$ cat src/rtl/wb_arb_pkg.sv
// Shared constants for the writeback port arbiter: register-file geometry,
// requester indices and a one-hot decode helper.
package wb_arb_pkg;

    localparam int unsigned REG_ADDR_W = 5;
    localparam int unsigned REG_DATA_W = 32;

    localparam logic [REG_ADDR_W-1:0] ZERO_REG = 5'd0;

    localparam int unsigned WB_SRC_ALU    = 0;
    localparam int unsigned WB_SRC_LOAD   = 1;
    localparam int unsigned WB_SRC_MULDIV = 2;
    localparam int unsigned WB_NUM_SRC    = 3;

    // Index of the set bit in a one-hot (or zero) vector of up to 8 requesters.
    function automatic int unsigned onehot_idx(input logic [7:0] v);
        int unsigned idx;
        idx = 0;
        for (int unsigned i = 0; i < 8; i++) begin
            if (v[i]) begin
                idx = i;
            end
        end
        return idx;
    endfunction

endpackage

$ cat src/rtl/wb_arb_picker.sv
// Combinational one-hot picker. Round-robin from a start pointer when
// WB_ARB_RR_EN is defined, lowest-index-wins priority encoder otherwise.
module wb_arb_picker #(
    parameter int unsigned NUM_REQ = 3
) (
    input  logic [NUM_REQ-1:0]         valid,
`ifdef WB_ARB_RR_EN
    input  logic [$clog2(NUM_REQ)-1:0] start,
`endif
    output logic [NUM_REQ-1:0]         grant
);

`ifdef WB_ARB_RR_EN
    // Walk the requesters starting at the pointer, wrapping modulo NUM_REQ;
    // the first valid one found wins.
    always_comb begin
        int unsigned idx;
        idx   = 0;
        grant = '0;
        for (int unsigned i = 0; i < NUM_REQ; i++) begin
            idx = 32'(start) + i;
            if (idx >= NUM_REQ) begin
                idx = idx - NUM_REQ;
            end
            if ((grant == '0) && valid[idx]) begin
                grant[idx] = 1'b1;
            end
        end
    end
`else
    always_comb begin
        grant = '0;
        for (int unsigned i = 0; i < NUM_REQ; i++) begin
            if ((grant == '0) && valid[i]) begin
                grant[i] = 1'b1;
            end
        end
    end
`endif

endmodule

$ cat src/rtl/wb_port_arbiter.sv
// Writeback port arbiter: grants one source per cycle into a one-entry write
// stage that drives the register file. WB_ARB_RR_EN selects round-robin.
module wb_port_arbiter
    import wb_arb_pkg::*;
#(
    parameter int unsigned NUM_REQ = WB_NUM_SRC,
    parameter int unsigned ADDR_W  = REG_ADDR_W,
    parameter int unsigned DATA_W  = REG_DATA_W
) (
    input  logic                      clk,
    input  logic                      rst,
    input  logic                      wb_arb_flush_i,
    input  logic [NUM_REQ-1:0]        wb_arb_req_valid_i,
    input  logic [NUM_REQ*ADDR_W-1:0] wb_arb_req_waddr_i,
    input  logic [NUM_REQ*DATA_W-1:0] wb_arb_req_wdata_i,
    output logic [NUM_REQ-1:0]        wb_arb_req_ready_o,
    output logic                      wb_arb_rf_we_o,
    output logic [ADDR_W-1:0]         wb_arb_rf_waddr_o,
    output logic [DATA_W-1:0]         wb_arb_rf_wdata_o,
    output logic                      wb_arb_busy_o
);

    logic [NUM_REQ-1:0] grant;
    logic [NUM_REQ-1:0] ready;
    logic               accept;
    logic [ADDR_W-1:0]  sel_addr;
    logic [DATA_W-1:0]  sel_data;

`ifdef WB_ARB_RR_EN
    localparam int unsigned PTR_W = $clog2(NUM_REQ);

    logic [PTR_W-1:0] rr_ptr;
    logic [PTR_W-1:0] rr_ptr_next;

    wb_arb_picker #(
        .NUM_REQ (NUM_REQ)
    ) u_picker (
        .valid (wb_arb_req_valid_i),
        .start (rr_ptr),
        .grant (grant)
    );

    always_comb begin
        int unsigned idx;
        idx = onehot_idx(8'(ready));
        if (idx + 1 >= NUM_REQ) begin
            rr_ptr_next = '0;
        end else begin
            rr_ptr_next = PTR_W'(idx + 1);
        end
    end

    // Pointer only advances on a real transfer; flush suppresses ready, so it holds.
    always_ff @(posedge clk or posedge rst) begin
        if (rst) begin
            rr_ptr <= '0;
        end else if (accept) begin
            rr_ptr <= rr_ptr_next;
        end
    end
`else
    wb_arb_picker #(
        .NUM_REQ (NUM_REQ)
    ) u_picker (
        .valid (wb_arb_req_valid_i),
        .grant (grant)
    );
`endif

    assign ready  = (rst || wb_arb_flush_i) ? '0 : grant;
    assign accept = |ready;

    always_comb begin
        sel_addr = '0;
        sel_data = '0;
        for (int unsigned k = 0; k < NUM_REQ; k++) begin
            if (ready[k]) begin
                sel_addr = wb_arb_req_waddr_i[k*ADDR_W +: ADDR_W];
                sel_data = wb_arb_req_wdata_i[k*DATA_W +: DATA_W];
            end
        end
    end

    // Register 0 writes are consumed but never raise the write enable.
    always_ff @(posedge clk or posedge rst) begin
        if (rst) begin
            wb_arb_rf_we_o    <= 1'b0;
            wb_arb_rf_waddr_o <= '0;
            wb_arb_rf_wdata_o <= '0;
        end else if (accept) begin
            wb_arb_rf_we_o    <= (sel_addr != ADDR_W'(ZERO_REG));
            wb_arb_rf_waddr_o <= sel_addr;
            wb_arb_rf_wdata_o <= sel_data;
        end else begin
            wb_arb_rf_we_o    <= 1'b0;
        end
    end

    assign wb_arb_req_ready_o = ready;
    assign wb_arb_busy_o      = (|(wb_arb_req_valid_i & ~ready)) & ~rst;

endmodule

$ cat config.mk
export PLATFORM = sky130hd
export DESIGN_NAME = wb_port_arbiter
export DESIGN_NICKNAME = d
export VERILOG_FILES = /design/src/rtl/wb_arb_pkg.sv /design/src/rtl/wb_arb_picker.sv /design/src/rtl/wb_port_arbiter.sv
export SDC_FILE = /design/constraint.sdc
export NUM_CORES = 1
export LEC_CHECK = 0
export ABC_AREA = 0
export ABC_CLOCK_PERIOD_IN_PS = 1750
export BUFFER_PORTS_ARGS = -buffer_cell sky130_fd_sc_hd__buf_2
export CORE_UTILIZATION = 40
export DETAILED_ROUTE_END_ITERATION = 6
export MAX_ROUTING_LAYER = met4
export PLACE_DENSITY = 0.87
export SYNTH_ARGS = -nofsm -noshare
export SYNTH_HDL_FRONTEND = slang
export SYNTH_HIERARCHICAL = 1
export SYNTH_SLANG_ARGS = --single-unit
$ cat constraint.sdc
create_clock -name clk -period 1.75 [get_ports clk]
set_clock_uncertainty 0.1 [all_clocks]
set_input_delay 0.2625 -clock clk [delete_from_list [all_inputs] [get_ports clk]]
set_output_delay 0.2625 -clock clk [all_outputs]
set_load 0.05 [all_outputs]
==> PnR_summary.wiki <==
{| class="wikitable"
! Metric !! Value
|-
| Status || finished clean
|-
| PD cells || 972 mW/mm2
|-
| Switching part of the total || 42.2%
|-
| FP Rows || 25
|-
| Pin count of the biggest net entering global routing || 37
|-
| Worst Path Required || 1.39 ns
|-
| Total routing usage reported by global routing || 22.9%
|-
| Hold-critical path endpoint || wb_arb_rf_wdata_o[14]
|-
| Initial antenna violation count || 0
|-
| Cell area reported after detailed placement || 0.00301 mm2
|-
| Mapped Cells || 190
|-
| Achievable clock frequency || 0.584 GHz
|-
| Final-stage net count || 473
|-
| Cell variety after synth || 30
|-
| Post-synth EDFFs || 0
|-
| Clock insertion delay at the later pin of the skew report || 0.28 ns
|-
| CP Cell Sequence || buf_2 -> nor2b_2 -> nand2_1 -> a222oi_1 -> nor2_1 -> buf_4
|-
| Hold Path Class || primary input to register
|-
| Clock-pin transition on the worst setup and hold timing paths || 0.07 ns
|-
| Max VDD drop || 0.000578 V
|-
| Yosys warns || 6
|-
| Die height || 73.9 um
|-
| First-pass GRT wire length || 9270 um
|-
| Worst setup path class || primary input to output pin
|-
| Relative contribution of combinational cells to total power || 42.9%
|-
| Share of layout cells above drive strength 1 || 57.7%
|-
| CTS Root Cell || sky130_fd_sc_hd__clkbuf_8
|-
| Floorplan die width || 73.9 um
|-
| DRC || 0
|-
| Number of max-slew violations in the final report || 0
|-
| Share of total power in sequential cells || 37.3%
|-
| Worst endpoint data arrival time || 1.35 ns
|-
| Post-route cell area || 0.00314 mm2
|-
| Detail Placement HPWL || 4830 um
|-
| Utilization of the core after routing || 64.7%
|-
| Number of standard cells in the layout, taps in and fillers out || 424
|-
| Maximum capacitance violations || 0
|-
| DRT antenna net count || 0
|-
| Setup violators final || 0
|-
| Vias in the first global route || 2,080
|-
| Vias after detailed routing || 2,259
|-
| Seq cells post-synth || 38
|-
| Vias per inst || 5.33
|-
| Drt first pass iters || 4
|-
| Clock sink count || 38
|-
| N_diodes || 0
|-
| Net Switching || 1.29 mW
|-
| Maximum fanout along the worst path || 3
|-
| Final critical path time including I/O delays and setup || 1.71 ns
|-
| WL per Instance || 14.5 um
|-
| Clock tree from TritonCTS || done
|-
| DIE AREA || 0.00547 mm2
|-
| Number of inserted filler cells in the final layout || 387
|-
| Worst slew margin relative to its limit || 58.3%
|-
| Crit-path max cell delay || 0.32 ns
|-
| Clock group share of total power || 19.7%
|-
| Critical R2R Launch || wb_arb_rf_wdata_o[1]
|-
| Synth Net Count || 307
|-
| Placer's final routability congestion estimate || 0.733
|-
| Area of the core || 0.00485 mm2
|-
| CP endpoint kind || output pin
|-
| Placed insts || 414
|-
| Worst flop-to-flop path endpoint || wb_arb_rf_wdata_o[1]
|-
| Crit path max-delay cell type || sky130_fd_sc_hd__a222oi_1
|-
| Flip-flop cell with the highest count after synthesis || sky130_fd_sc_hd__dfrtp_1
|-
| WL final || 6150 um
|-
| Gr ovfl total || 0
|-
| Leakage dissipation || 1.54 nW
|-
| Total CTS buffers || 5
|-
| Transition time at the pin with the least slew margin || 0.622 ns
|-
| Internal reg-to-reg setup slack || 0.86 ns
|-
| Cell area after technology mapping || 0.00207 mm2
|-
| Sequential element share of the synthesized area || 45.9%
|-
| Fin. Hold Viols || 0
|-
| Internal || 1.76 mW
|-
| Mapped Avg Cell Area || 10.9 um2
|-
| Htree depth || 2
|-
| Number of cells traversed by the worst register-to-register path || 2
|-
| Kind of start point of the critical path || primary input
|-
| I/O pins || 159
|-
| Maximum buffer depth of the clock tree || 2
|-
| Starting density of the core || 42.7%
|-
| Ys async rst share || 100%
|-
| HP Start || wb_arb_req_wdata_i[78]
|-
| Min-Delay Path Depth || 3
|-
| Iteration-0 DRC Markers || 130
|-
| I/O Buffers || 158
|-
| Final worst path period share || 97.9%
|-
| Layout-stage area growth over the synthesis result || 51.5%
|}
-- synthesized netlist by cell type, types with 2 or more instances --
master,n,share of area [%]
sky130_fd_sc_hd__nand2b_1,2,0.60
sky130_fd_sc_hd__buf_6,5,2.7
sky130_fd_sc_hd__inv_1,2,0.36
sky130_fd_sc_hd__clkbuf_1,2,0.36
sky130_fd_sc_hd__o2bb2ai_1,4,1.7
sky130_fd_sc_hd__dfrtp_1,38,46
sky130_fd_sc_hd__a21oi_1,4,0.97
sky130_fd_sc_hd__buf_2,9,2.2
sky130_fd_sc_hd__buf_4,2,0.73
sky130_fd_sc_hd__a22oi_2,13,7.9
sky130_fd_sc_hd__o21ai_1,30,7.3
sky130_fd_sc_hd__or2b_1,2,0.73
sky130_fd_sc_hd__nand2_1,4,0.73
sky130_fd_sc_hd__a22oi_1,53,19
sky130_fd_sc_hd__a22o_1,4,1.7
sky130_fd_sc_hd__o21ai_0,2,0.48
-- layout by cell type (no fill, tap or decap) --
cell type / netlist / layout
sky130_fd_sc_hd__clkinv_2: 1 / 2
sky130_fd_sc_hd__or2_2: 1 / 1
sky130_fd_sc_hd__nand2b_1: 2 / 2
sky130_fd_sc_hd__o21ai_1: 30 / 30
sky130_fd_sc_hd__o2bb2ai_1: 4 / 4
sky130_fd_sc_hd__nor2_1: 1 / 1
sky130_fd_sc_hd__inv_2: 1 / 1
sky130_fd_sc_hd__clkbuf_8: 0 / 6
sky130_fd_sc_hd__dlygate4sd3_1: 0 / 1
sky130_fd_sc_hd__buf_2: 9 / 157
sky130_fd_sc_hd__o21ai_0: 2 / 2
sky130_fd_sc_hd__buf_12: 0 / 5
sky130_fd_sc_hd__a222oi_1: 1 / 1
sky130_fd_sc_hd__clkbuf_1: 2 / 1
sky130_fd_sc_hd__nand3_1: 1 / 1
sky130_fd_sc_hd__a21oi_1: 4 / 4
sky130_fd_sc_hd__a22o_1: 4 / 4
sky130_fd_sc_hd__nor3b_4: 0 / 1
sky130_fd_sc_hd__buf_4: 2 / 14
sky130_fd_sc_hd__a221o_1: 1 / 1
sky130_fd_sc_hd__o21ai_2: 1 / 1
sky130_fd_sc_hd__a22oi_1: 53 / 53
sky130_fd_sc_hd__a22oi_2: 13 / 13
sky130_fd_sc_hd__nand2_4: 1 / 1
sky130_fd_sc_hd__nand2_1: 4 / 4
sky130_fd_sc_hd__nor2b_2: 0 / 1
sky130_fd_sc_hd__nor4b_4: 1 / 1
sky130_fd_sc_hd__nor2_4: 0 / 1
sky130_fd_sc_hd__o31ai_4: 1 / 1
sky130_fd_sc_hd__dfrtp_1: 38 / 38
sky130_fd_sc_hd__or2b_1: 2 / 2
sky130_fd_sc_hd__inv_1: 2 / 2
-- cell type report --
class,count,area (um2),area share [%]
flip-flops and latches,38,951,30.3
well taps,67,83.8,2.67
repair buffers,177,1000,31.9
clock inverters,1,5.00,0.160
clock buffers,7,86.3,2.75
inverters,4,16.3,0.519
multi-input cells,130,992,31.6
-- per-stage QoR --
| step | hold slack (ns) | setup slack (ns) | power [mW] | TNS (ns) |
|---|---|---|---|---|
| global placement | 0.277 | 0.0334 | 2.43 | 0 |
| detailed placement | 0.299 | -0.0601 | 2.46 | -0.697 |
| CTS | 0.103 | 0.00678 | 3.07 | 0 |
| global route | 0.104 | -0.00913 | 3.21 | -0.00913 |
| floorplan | 0.284 | 0.0103 | 2.05 | 0 |
| finish | 0.105 | 0.0371 | 3.05 | 0 |
-- registers in the layout (all words and copies together), names as in the netlist --
register           cells
wb_arb_rf_we_o         1
wb_arb_rf_wdata_o     32
wb_arb_rf_waddr_o      5
-- worst max-delay path: cells and delay by family --
family | cells | cell delay [ns]
simple gates | 3 | 0.44
compound gates | 1 | 0.32
buf+inv | 2 | 0.32
-- layer usage --
layer	vias to the layer above	share of wire, %	GRT usage (%)	wire, um
met3	8	5.5	5.01	339
li1	1082	-	-	-
met4	0	1.2	5.34	74
met2	105	52	41.7	3210
met1	1064	41	25.4	2530
met5	-	0	-	0
-- logic make-up (layout without fill, tap and decap cells) --
group / count (synthesis) / count (layout) / share of synthesized area [%]
buffers and inverters: 22 / 189 / 6.77
AOI/OAI and AO/OA: 114 / 114 / 41.6
and+or+nand+nor: 16 / 16 / 5.68
DFF: 38 / 38 / 45.9
-- power by group through the flow --
stage	registers, mW	logic [mW]	clock network, mW
3_5_place_dp	1.15	1.31	0
6_report	1.14	1.31	0.601
4_1_cts	1.14	1.31	0.622
5_1_grt	1.16	1.38	0.668
2_1_floorplan	1.76	0.291	0
3_3_place_gp	1.15	1.28	0
-- timing repair --
item / 4_1_cts / 5_1_grt
hold buffers: 1 / 0
pin swaps: 2 / 1
resized for setup: 3 / 1
buffers inserted: 0 / 1
endpoints found under the hold margin: 18 / 0
setup endpoints to repair: 2 / 1
-- worst max path at each step --
stage	from	to	cells past startpoint
finish	wb_arb_req_valid_i[1]	wb_arb_busy_o	6
global route	wb_arb_req_valid_i[1]	wb_arb_busy_o	6
CTS	wb_arb_req_valid_i[0]	wb_arb_busy_o	6
detailed placement	wb_arb_req_valid_i[1]	wb_arb_rf_wdata_o[22]	8
global placement	wb_arb_req_valid_i[1]	wb_arb_rf_wdata_o[24]	8
floorplan	wb_arb_req_valid_i[1]	wb_arb_busy_o	4
Note: power is estimated with default switching activity, not from simulation.
